==> src/rtl/b2_serial_subtractor.sv <==
// Bit-serial subtractor: computes x - y - bin one bit per clock, LSB first,
// with a start/ack handshake and borrow-out / signed-overflow flags.
module b2_serial_subtractor #(
    parameter int N = 8
) (
    input  logic         clock,
    input  logic         reset_,
    input  logic [N-1:0] x,
    input  logic [N-1:0] y,
    input  logic         bin,
    input  logic         start,
    input  logic         ack,
    output logic         ready,
    output logic         done,
    output logic [N-1:0] d,
    output logic         bout,
    output logic         ov
);

    // state | meaning
    // IDLE  | waiting for start, last result held on d/bout/ov
    // CALC  | one difference bit per cycle, LSB first
    // DONE  | result valid, waiting for ack
    typedef enum logic [1:0] {
        IDLE = 2'd0,
        CALC = 2'd1,
        DONE = 2'd2
    } state_t;

    localparam int CW = $clog2(N + 1);
    localparam logic [CW-1:0] LAST = CW'(N - 1);

    state_t        state_q;
    state_t        state_d;
    logic [N-1:0]  x_sh;
    logic [N-1:0]  y_sh;
    logic [N-1:0]  d_acc;
    logic [N-1:0]  d_q;
    logic [CW-1:0] cnt;
    logic          br;
    logic          sx;
    logic          sy;
    logic          bout_q;
    logic          ov_q;
    logic          a;
    logic          b;
    logic          diff;
    logic          br_next;
    logic          last_bit;

    always_comb begin
        a        = x_sh[0];
        b        = y_sh[0];
        diff     = a ^ b ^ br;
        br_next  = (~a & b) | (~(a ^ b) & br);
        last_bit = (cnt == LAST);
        state_d  = state_q;
        case (state_q)
            IDLE:    if (start)    state_d = CALC;
            CALC:    if (last_bit) state_d = DONE;
            DONE:    if (ack)      state_d = IDLE;
            default:               state_d = IDLE;
        endcase
    end

    always_ff @(posedge clock) begin
        if (!reset_) begin
            state_q <= IDLE;
        end else begin
            state_q <= state_d;
        end
    end

    // d_acc is the working shift register; d_q only changes when the
    // last bit lands, so the visible result never shows a partial value.
    always_ff @(posedge clock) begin
        if (!reset_) begin
            x_sh   <= '0;
            y_sh   <= '0;
            d_acc  <= '0;
            d_q    <= '0;
            cnt    <= '0;
            br     <= 1'b0;
            sx     <= 1'b0;
            sy     <= 1'b0;
            bout_q <= 1'b0;
            ov_q   <= 1'b0;
        end else begin
            case (state_q)
                IDLE: begin
                    if (start) begin
                        x_sh  <= x;
                        y_sh  <= y;
                        br    <= bin;
                        sx    <= x[N-1];
                        sy    <= y[N-1];
                        cnt   <= '0;
                        d_acc <= '0;
                    end
                end
                CALC: begin
                    x_sh  <= x_sh >> 1;
                    y_sh  <= y_sh >> 1;
                    br    <= br_next;
                    d_acc <= {diff, d_acc[N-1:1]};
                    cnt   <= cnt + CW'(1);
                    if (last_bit) begin
                        d_q    <= {diff, d_acc[N-1:1]};
                        bout_q <= br_next;
                        ov_q   <= (sx != sy) & (diff != sx);
                    end
                end
                default: begin
                end
            endcase
        end
    end

    assign ready = (state_q == IDLE);
    assign done  = (state_q == DONE);
    assign d     = d_q;
    assign bout  = bout_q;
    assign ov    = ov_q;

endmodule

==> config.mk <==
export PLATFORM = sky130hd
export DESIGN_NAME = b2_serial_subtractor
export DESIGN_NICKNAME = d
export VERILOG_FILES = /design/src/rtl/b2_serial_subtractor.sv
export SDC_FILE = /design/constraint.sdc
export NUM_CORES = 1
export LEC_CHECK = 0
export ABC_CLOCK_PERIOD_IN_PS = 4100
export CORE_MARGIN = 5
export CORE_UTILIZATION = 44
export CTS_BUF_LIST = sky130_fd_sc_hd__clkbuf_2 sky130_fd_sc_hd__clkbuf_4 sky130_fd_sc_hd__clkbuf_8
export CTS_CLUSTER_DIAMETER = 40
export DETAILED_ROUTE_END_ITERATION = 8
export PLACE_DENSITY_LB_ADDON = 0.1
export SYNTH_ARGS = -nofsm -noshare
export SYNTH_HDL_FRONTEND = slang
export SYNTH_SLANG_ARGS = --single-unit
==> constraint.sdc <==
create_clock -name clock -period 4.1 [get_ports clock]
set_input_delay 1.025 -clock clock [delete_from_list [all_inputs] [get_ports clock]]
set_output_delay 1.025 -clock clock [all_outputs]
set_load 0.01 [all_outputs]
==> results of run 1 <==
[Yosys cell counts]
library cell / n / area share
nand2b_1: 1 / 0.0034
a22oi_1: 8 / 0.033
nand3b_1: 1 / 0.0041
and3b_1: 2 / 0.0095
buf_2: 12 / 0.033
o2bb2ai_1: 4 / 0.019
nor2b_1: 3 / 0.010
or3_1: 1 / 0.0034
nor3b_1: 1 / 0.0041
o21ai_0: 18 / 0.049
clkbuf_1: 2 / 0.0041
mux2i_1: 3 / 0.016
o21bai_1: 1 / 0.0041
nor3_1: 1 / 0.0027
buf_6: 2 / 0.012
o21a_1: 1 / 0.0041
clkinv_1: 1 / 0.0020
inv_1: 6 / 0.012
fa_1: 1 / 0.011
ha_1: 1 / 0.0068
buf_4: 1 / 0.0041
or3b_2: 4 / 0.019
nand3_1: 10 / 0.027
a22o_1: 3 / 0.014
a211oi_1: 3 / 0.012
a21oi_1: 20 / 0.054
or3b_1: 1 / 0.0048
o221ai_2: 6 / 0.049
a221oi_2: 1 / 0.0081
o221ai_1: 4 / 0.019
dfxtp_1: 42 / 0.46
o21ba_2: 1 / 0.0054
nor2_1: 32 / 0.065
a31oi_1: 1 / 0.0034
a32o_1: 2 / 0.011
nand2_1: 2 / 0.0041
[critical path, cell delays in order, from the launching register on]
cell             delay (ns)
dfxtp_1                0.58
inv_1                  0.28
nor2_1                 0.14
clkdlybuf4s50_1        0.54
[cells by family after synthesis]
kind of cell,synth area share
DFF,0.456
adders and majority gates,0.0177
muxes,0.0163
AOI/OAI and AO/OA,0.285
and+or+nand+nor,0.158
buffers and inverters,0.0672
[layer usage]
| layer | routed length (µm) | vias up |
|---|---|---|
| met5 | 0 | - |
| met4 | 44 | 0 |
| met3 | 276 | 6 |
| met2 | 1870 | 60 |
| met1 | 2040 | 774 |
| li1 | - | 781 |
[registers in the layout, indices dropped and copies added (netlist names)]
| register | count |
|---|---|
| d | 8 |
| sx | 1 |
| bout | 1 |
| cnt | 4 |
| sy | 1 |
| br | 1 |
| d_acc | 7 |
| x_sh | 8 |
| y_sh | 8 |
| ov | 1 |
| state_q | 2 |
[path summary, 6_finish.rpt]
path | start | endpoint | slack, ns | cells past startpoint
worst max-delay path | state_q[1] | done | 1.25 | 3
worst min-delay path | d_acc[1] | d[0] | 0.47 | 2
worst max register to register | state_q[0] | cnt[3] | 2.03 | 3
worst min register to register | d_acc[1] | d[0] | 0.47 | 2
[cells in the final DEF (no fill, tap or decap)]
| cell | Yosys | final |
|---|---|---|
| buf_4 | 1 | 2 |
| nand2b_1 | 1 | 1 |
| clkinv_1 | 1 | 1 |
| o21a_1 | 1 | 1 |
| o2bb2ai_1 | 4 | 4 |
| nand2_1 | 2 | 2 |
| o21ai_0 | 18 | 18 |
| o21ba_2 | 1 | 1 |
| a22oi_1 | 8 | 8 |
| or3b_1 | 1 | 1 |
| a221oi_2 | 1 | 1 |
| a22o_1 | 3 | 3 |
| clkbuf_8 | 0 | 6 |
| clkdlybuf4s50_1 | 0 | 32 |
| ha_1 | 1 | 1 |
| nor2b_1 | 3 | 3 |
| nand3_1 | 10 | 10 |
| nand3b_1 | 1 | 1 |
| o21bai_1 | 1 | 1 |
| dfxtp_1 | 42 | 42 |
| nor3_1 | 1 | 1 |
| or3_1 | 1 | 1 |
| nor2_1 | 32 | 32 |
| and3b_1 | 2 | 2 |
| a21oi_1 | 20 | 20 |
| o221ai_2 | 6 | 6 |
| mux2i_1 | 3 | 3 |
| a211oi_1 | 3 | 3 |
| a31oi_1 | 1 | 1 |
| a32o_1 | 2 | 2 |
| or3b_2 | 4 | 4 |
| nor3b_1 | 1 | 1 |
| inv_1 | 6 | 6 |
| o221ai_1 | 4 | 4 |
| fa_1 | 1 | 1 |
[final cells by class]
type / instances / area share
Clock buffer: 6 / 0.0371
Inverter: 7 / 0.0118
Timing Repair Buffer: 34 / 0.151
Tap cell: 50 / 0.0281
Multi-Input combinational cell: 137 / 0.395
Sequential cell: 42 / 0.378
[through the flow]
| stage | cells | hold slack, ns | power (mW) |
|---|---|---|---|
| final | 276 | 0.471 | 0.803 |
| after global routing | 276 | 0.492 | 0.841 |
| after CTS | 276 | 0.471 | 0.811 |
| after detailed placement | 270 | 0.459 | 0.555 |
| after global placement | 270 | 0.460 | 0.550 |
| after floorplan | 203 | 0.440 | 0.520 |
[power by group]
group,internal (mW),switching [mW]
Clock,0.130,0.127
Sequential,0.427,0.0161
Combinational,0.0497,0.0538
==> results.py, run 1 <==
metrics = {
    "global_route": {
        "grt_max_degree": 26,
        "grt_pass1_vias": 1520,
        "grt_antenna_before_repair": 0,
        "grt_overflow": 0,
        "gr-usage-met2": 0.240,
        "grt_first_pass_wirelength_um": 6980,
        "met1_usage": 0.224,
        "top_usage_layer": "met2",
        "use_met3": 0.0481,
        "grt_usage": 0.161,
    },
    "detailed_routing": {
        "drt_iter0_drc": 177,
        "drc_errors": 0,
        "vias": 1621,
        "wire_per_inst_um": 15.3,
        "vias_per_cell": 5.87,
        "ant_nets": 0,
        "drt_wl_total_um": 4240,
        "firstDrtPassIters": 4,
    },
    "sta": {
        "hold_violations": 0,
        "slew_viol_final": 0,
        "grt_setup_unrepaired": "false",
        "fin_tns_setup_ns": 0,
        "max_freq_mhz": 350,
        "setup_violations": 0,
        "fin_skew_ns": 0.00163,
        "maxSlewHeadroom": 0.391,
        "period_minus_slack_ns": 2.85,
        "worst_pin_slew_ns": 0.912,
        "setup_slack_ns": 1.25,
        "final.period_utilization": 0.696,
    },
    "critical_path": {
        "worst_setup_path_start_kind": "flip-flop",
        "critical_path_class": "flip-flop to primary output",
        "critPathRequiredTime_ns": 3.07,
        "path_max_fanout": 15,
        "worstPathArrival_ns": 1.83,
        "end_kind": "primary output",
    },
    "clock_tree": {
        "cts_tree": "done",
        "clkTransAtPathRegs_ns": 0.07,
        "cts.repair.resized": 0,
        "clk_latency_ns": 0.28,
        "cts-root-buf": "clkbuf_8",
        "hold_buffers": 0,
        "h-tree-depth": 2,
        "numCtsBuffers": 5,
        "cts.path.max_buffers": 2,
        "cts_sinks": 42,
        "postCtsSetupBuffers": 0,
    },
    "yosys": {
        "netlist_area_mm2": 0.00184,
        "avgSynthCellArea_um2": 9.08,
        "syn-num-nets": 226,
        "ys_types": 36,
        "synth-warning-count": 0,
        "ys_ff_latch": 42,
        "ys_seq_area_frac": 0.456,
        "synth_cells": 203,
    },
    "run_status": {
        "outcome": "finished, final reports clean",
    },
    "pwr": {
        "p_per_area_mw_per_mm2": 361,
        "peakVddDrop_v": 0.000221,
        "p_leak_nw": 0.787,
    },
    "placement": {
        "hpwl_um": 2970,
        "gp_congestion": 0.834,
        "io_buffers": 32,
        "place_area_mm2": 0.00214,
        "place_ws_ns": 1.25,
    },
    "cells_and_area": {
        "multi_input_area_um2": 878,
        "syn2layout_area_growth_pct": 20.8,
        "fin_area_mm2": 0.00223,
        "fill_cells": 348,
        "n_antenna_cell": 0,
        "final_nets": 250,
        "drive_gt1_frac": 0.0885,
        "final_core_util": 0.552,
        "ff_latch_area_um2": 841,
    },
    "die": {
        "ios": 33,
        "die_w_um": 74.7,
        "rows": 23,
        "start_util": 0.457,
        "fp.dieH_um": 74.7,
        "die_area_mm2": 0.00558,
        "core_mm2": 0.00403,
    },
    "run": {
        "cap_violations": 0,
    },
    "hold_path": {
        "hold_path.class": "flip-flop to flip-flop",
    },
}
Power figures use the tool's default switching activity.
==> inputs of run 2 (changes only) <==
ABC_CLOCK_PERIOD_IN_PS = 2800   (was 4100)
clock period = 2.8 ns   (was 4.1 ns; I/O delays follow)
==> results.py, run 2 (synthesis results as in run 1) <==
metrics = {
    "die": {
        "die_w_um": 74.7,
        "start_util": 0.457,
        "ios": 33,
        "fp.dieH_um": 74.7,
        "die_area_mm2": 0.00558,
        "rows": 23,
        "core_mm2": 0.00403,
    },
    "global_route": {
        "top_usage_layer": "met2",
        "use_met3": 0.0454,
        "grt_antenna_before_repair": 0,
        "gr-usage-met2": 0.254,
        "met1_usage": 0.237,
        "grt_pass1_vias": 1463,
        "grt_max_degree": 26,
        "grt_first_pass_wirelength_um": 7160,
        "grt_overflow": 0,
        "grt_usage": 0.168,
    },
    "clock_tree": {
        "h-tree-depth": 2,
        "numCtsBuffers": 5,
        "clk_latency_ns": 0.29,
        "cts.path.max_buffers": 2,
        "cts.repair.resized": 0,
        "clkTransAtPathRegs_ns": 0.08,
        "hold_buffers": 0,
        "cts-root-buf": "clkbuf_8",
        "cts_sinks": 42,
        "cts_tree": "done",
        "postCtsSetupBuffers": 0,
    },
    "sta": {
        "hold_violations": 0,
        "period_minus_slack_ns": 2.29,
        "maxSlewHeadroom": 0.628,
        "worst_pin_slew_ns": 0.557,
        "slew_viol_final": 0,
        "max_freq_mhz": 437,
        "setup_violations": 0,
        "fin_tns_setup_ns": 0,
        "fin_skew_ns": 0.00598,
        "setup_slack_ns": 0.513,
        "grt_setup_unrepaired": "false",
        "final.period_utilization": 0.817,
    },
    "detailed_routing": {
        "drt_iter0_drc": 93,
        "wire_per_inst_um": 15.0,
        "drt_wl_total_um": 4270,
        "drc_errors": 0,
        "vias_per_cell": 5.62,
        "ant_nets": 0,
        "firstDrtPassIters": 4,
        "vias": 1595,
    },
    "critical_path": {
        "startpoint": "state_q[0]",
        "critPathTopFamily": "flip-flops",
        "end_kind": "primary output",
        "cp_cell_sequence": "nor2_1 > clkdlybuf4s50_1",
        "worst_setup_path_start_kind": "flip-flop",
        "critPathRequiredTime_ns": 2.10,
        "worstPathArrival_ns": 1.59,
        "r2r_start": "state_q[0]",
        "critPathBufInv": 1,
        "slowest_delay_ns": 0.68,
        "critical_path_class": "flip-flop to primary output",
        "cp_slowest_cell": "dfxtp_1",
        "path_max_fanout": 17,
    },
    "placement": {
        "place_ws_ns": 0.634,
        "gp_congestion": 0.811,
        "dp.cells": 276,
        "hpwl_um": 2990,
        "place_area_mm2": 0.00219,
        "io_buffers": 32,
    },
    "cells_and_area": {
        "most-common-layout-cells": "dfxtp_1, nor2_1, clkdlybuf4s50_1",
        "drive_gt1_frac": 0.120,
        "final_cells": 284,
        "n_antenna_cell": 0,
        "layout_commonest_cell": "dfxtp_1",
        "final_nets": 256,
        "fin_area_mm2": 0.00228,
        "final_core_util": 0.567,
        "syn2layout_area_growth_pct": 23.9,
    },
    "pwr": {
        "p_per_area_mw_per_mm2": 533,
        "peakVddDrop_v": 0.000317,
        "p_leak_nw": 0.825,
    },
    "hold_path": {
        "hold_path.class": "flip-flop to flip-flop",
        "min_from": "d[3]",
    },
    "run_status": {
        "outcome": "finished, final reports clean",
    },
    "run": {
        "cap_violations": 0,
    },
}
run 2: worst register-to-register path: stages (launching register included):
cell      delay, ns
dfxtp_1        0.68
nand2b_1       0.32
buf_4          0.29
o21ai_0        0.19
a21oi_1        0.09
run 2: final cells by class:
cell class	count	area (µm²)
Clock buffer	7	90.1
Clock inverter	1	5.00
Fill cell	359	1750
Inverter	7	26.3
Multi-Input combinational cell	137	878
Sequential cell	42	841
Tap cell	50	62.6
Timing Repair Buffer	40	380
run 2: final timing paths:
check / end / slack, ns / depth (start not counted)
hold reg to reg: d[3] / 0.48 / 2
hold / removal: d[3] / 0.48 / 2
setup reg to reg: d[7] / 1.12 / 4
setup / recovery: done / 0.51 / 2
run 2: through the flow:
step / total power, mW / hold WS (ns)
after floorplan: 0.761 / 0.440
after global placement: 0.813 / 0.464
after detailed placement: 0.818 / 0.466
after CTS: 1.22 / 0.479
after global routing: 1.28 / 0.488
final: 1.22 / 0.478
run 2: per-layer routing:
layer | up-vias | part of all wire
met4 | 0 | 0.012
met1 | 764 | 0.48
met3 | 5 | 0.051
li1 | 791 | -
met2 | 35 | 0.46
met5 | - | 0
run 2: where the power goes:
part / switching, mW / internal [mW]
clock network: 0.203 / 0.209
logic: 0.0787 / 0.0772
registers: 0.0236 / 0.625
total: 0.305 / 0.911
==> inputs of run 3 (changes only) <==
ABC_CLOCK_PERIOD_IN_PS = 2200   (was 2800)
clock period = 2.2 ns   (was 2.8 ns; I/O delays follow)
==> results.py, run 3 (synthesis results as in run 1) <==
metrics = {
    "hold_path": {
        "hold_path.class": "flip-flop to flip-flop",
        "hold_depth": 2,
        "min_from": "d_acc[1]",
        "holdPathEnd": "d[0]",
    },
    "die": {
        "ios": 33,
        "die_w_um": 74.7,
        "rows": 23,
        "die_area_mm2": 0.00558,
        "core_mm2": 0.00403,
        "fp.dieH_um": 74.7,
        "start_util": 0.457,
    },
    "cells_and_area": {
        "most-common-layout-cells": "dfxtp_1, nor2_1, clkdlybuf4s50_1",
        "ff_latch_area_um2": 841,
        "drive_gt1_frac": 0.123,
        "fill_cells": 368,
        "layout_commonest_cell": "dfxtp_1",
        "syn2layout_area_growth_pct": 25.3,
        "n_antenna_cell": 0,
        "multi_input_area_um2": 878,
        "final_nets": 257,
    },
    "sta": {
        "max_freq_mhz": 502,
        "setup_violations": 0,
        "fin_tns_setup_ns": 0,
        "final.period_utilization": 0.905,
        "maxSlewHeadroom": 0.660,
        "hold_violations": 0,
        "setup_slack_ns": 0.209,
        "period_minus_slack_ns": 1.99,
        "grt_setup_unrepaired": "false",
        "worst_pin_slew_ns": 0.508,
        "fin_skew_ns": 0.00936,
        "slew_viol_final": 0,
    },
    "clock_tree": {
        "clk_latency_ns": 0.30,
        "cts_sinks": 42,
        "hold_buffers": 0,
        "cts-root-buf": "clkbuf_8",
        "numCtsBuffers": 5,
        "postCtsSetupBuffers": 0,
        "cts.path.max_buffers": 2,
        "h-tree-depth": 2,
        "cts.repair.resized": 0,
        "clkTransAtPathRegs_ns": 0.08,
        "cts_tree": "done",
    },
    "critical_path": {
        "critPathTopFamily": "flip-flops",
        "critPathBufInv": 1,
        "timing.rr.end": "x_sh[2]",
        "slowest_delay_ns": 0.56,
        "path_max_fanout": 12,
        "critical_path_class": "flip-flop to primary output",
        "reg2reg_depth": 4,
        "critPathRequiredTime_ns": 1.65,
        "rrSetupSlack_ns": 0.54,
        "worst_setup_path_start_kind": "flip-flop",
        "cp_slowest_cell": "dfxtp_1",
        "cp_cell_sequence": "nor2_1 > clkdlybuf4s50_1",
        "r2r_start": "state_q[0]",
        "worstPathArrival_ns": 1.44,
        "end_kind": "primary output",
    },
    "placement": {
        "io_buffers": 32,
        "place_ws_ns": 0.159,
        "hpwl_um": 3210,
        "gp_congestion": 0.776,
    },
    "detailed_routing": {
        "vias": 1621,
        "drc_errors": 0,
        "ant_nets": 0,
        "drt_wl_total_um": 4410,
        "firstDrtPassIters": 4,
        "wire_per_inst_um": 15.5,
        "drt_iter0_drc": 99,
        "vias_per_cell": 5.69,
    },
    "global_route": {
        "grt_overflow": 0,
        "grt_max_degree": 19,
        "grt_antenna_before_repair": 0,
        "grt_usage": 0.173,
        "grt_pass1_vias": 1608,
        "grt_first_pass_wirelength_um": 7400,
    },
    "pwr": {
        "peakVddDrop_v": 0.000382,
        "p_per_area_mw_per_mm2": 712,
        "p_leak_nw": 0.833,
    },
    "run": {
        "cap_violations": 0,
    },
    "run_status": {
        "outcome": "finished, final reports clean",
    },
}
==> run 3: changes by cell type in the layout (fill, tap and decap cells not counted), sizes merged <==
cell / previous run / this run
clkbuf: 7 / 6
clkinvlp: 0 / 1
buf: 8 / 9
clkinv: 2 / 1
bufinv: 0 / 1
==> run 3: how the worst max path moves through the flow <==
stage | start | endpoint | cells past startpoint
floorplan | state_q[1] | done | 4
global placement | start | x_sh[0] | 4
detailed placement | start | x_sh[0] | 4
CTS | state_q[1] | done | 3
global route | state_q[1] | done | 3
finish | state_q[0] | ready | 2
==> run 3: tightest hold or removal path, stage by stage, from the launching register on <==
cell	delay, ns
dfxtp_1	0.32
nand3_1	0.06
a21oi_1	0.05
==> run 3: metrics by stage <==
| step | instance area (µm²) | instances | power, mW | util | hold slack (ns) |
|---|---|---|---|---|---|
| 4_1_cts | 2310 | 285 | 1.66 | 0.573 | 0.478 |
| 2_1_floorplan | 1840 | 203 | 0.969 | - | 0.440 |
| 6_report | 2310 | 285 | 1.64 | 0.573 | 0.473 |
| 5_1_grt | 2310 | 285 | 1.71 | 0.573 | 0.500 |
| 3_3_place_gp | 2200 | 277 | 1.04 | 0.545 | 0.463 |
| 3_5_place_dp | 2200 | 277 | 1.05 | 0.545 | 0.464 |
==> run 3: final cells by class <==
cell class,instances,share of cell area
multi-input cells,137,0.380
well taps,50,0.0271
inverters,7,0.0114
flip-flops and latches,42,0.364
clock buffers,6,0.0330
clock inverters,2,0.0163
repair buffers,41,0.168
==> run 3: where the power goes <==
part | switching [mW] | leakage, nW | internal, mW
sequential | 0.0292 | 0.343 | 0.795
combinational | 0.105 | 0.435 | 0.100
clock | 0.264 | 0.0548 | 0.351
==> run 3: layer usage <==
layer	wire length [µm]	share of wire	vias up	GRT usage
met5	0	0	-	0
met4	54	0.012	0	0.0632
met2	2080	0.47	40	0.285
met1	2050	0.46	774	0.221
li1	-	-	800	-
met3	229	0.052	7	0.0401
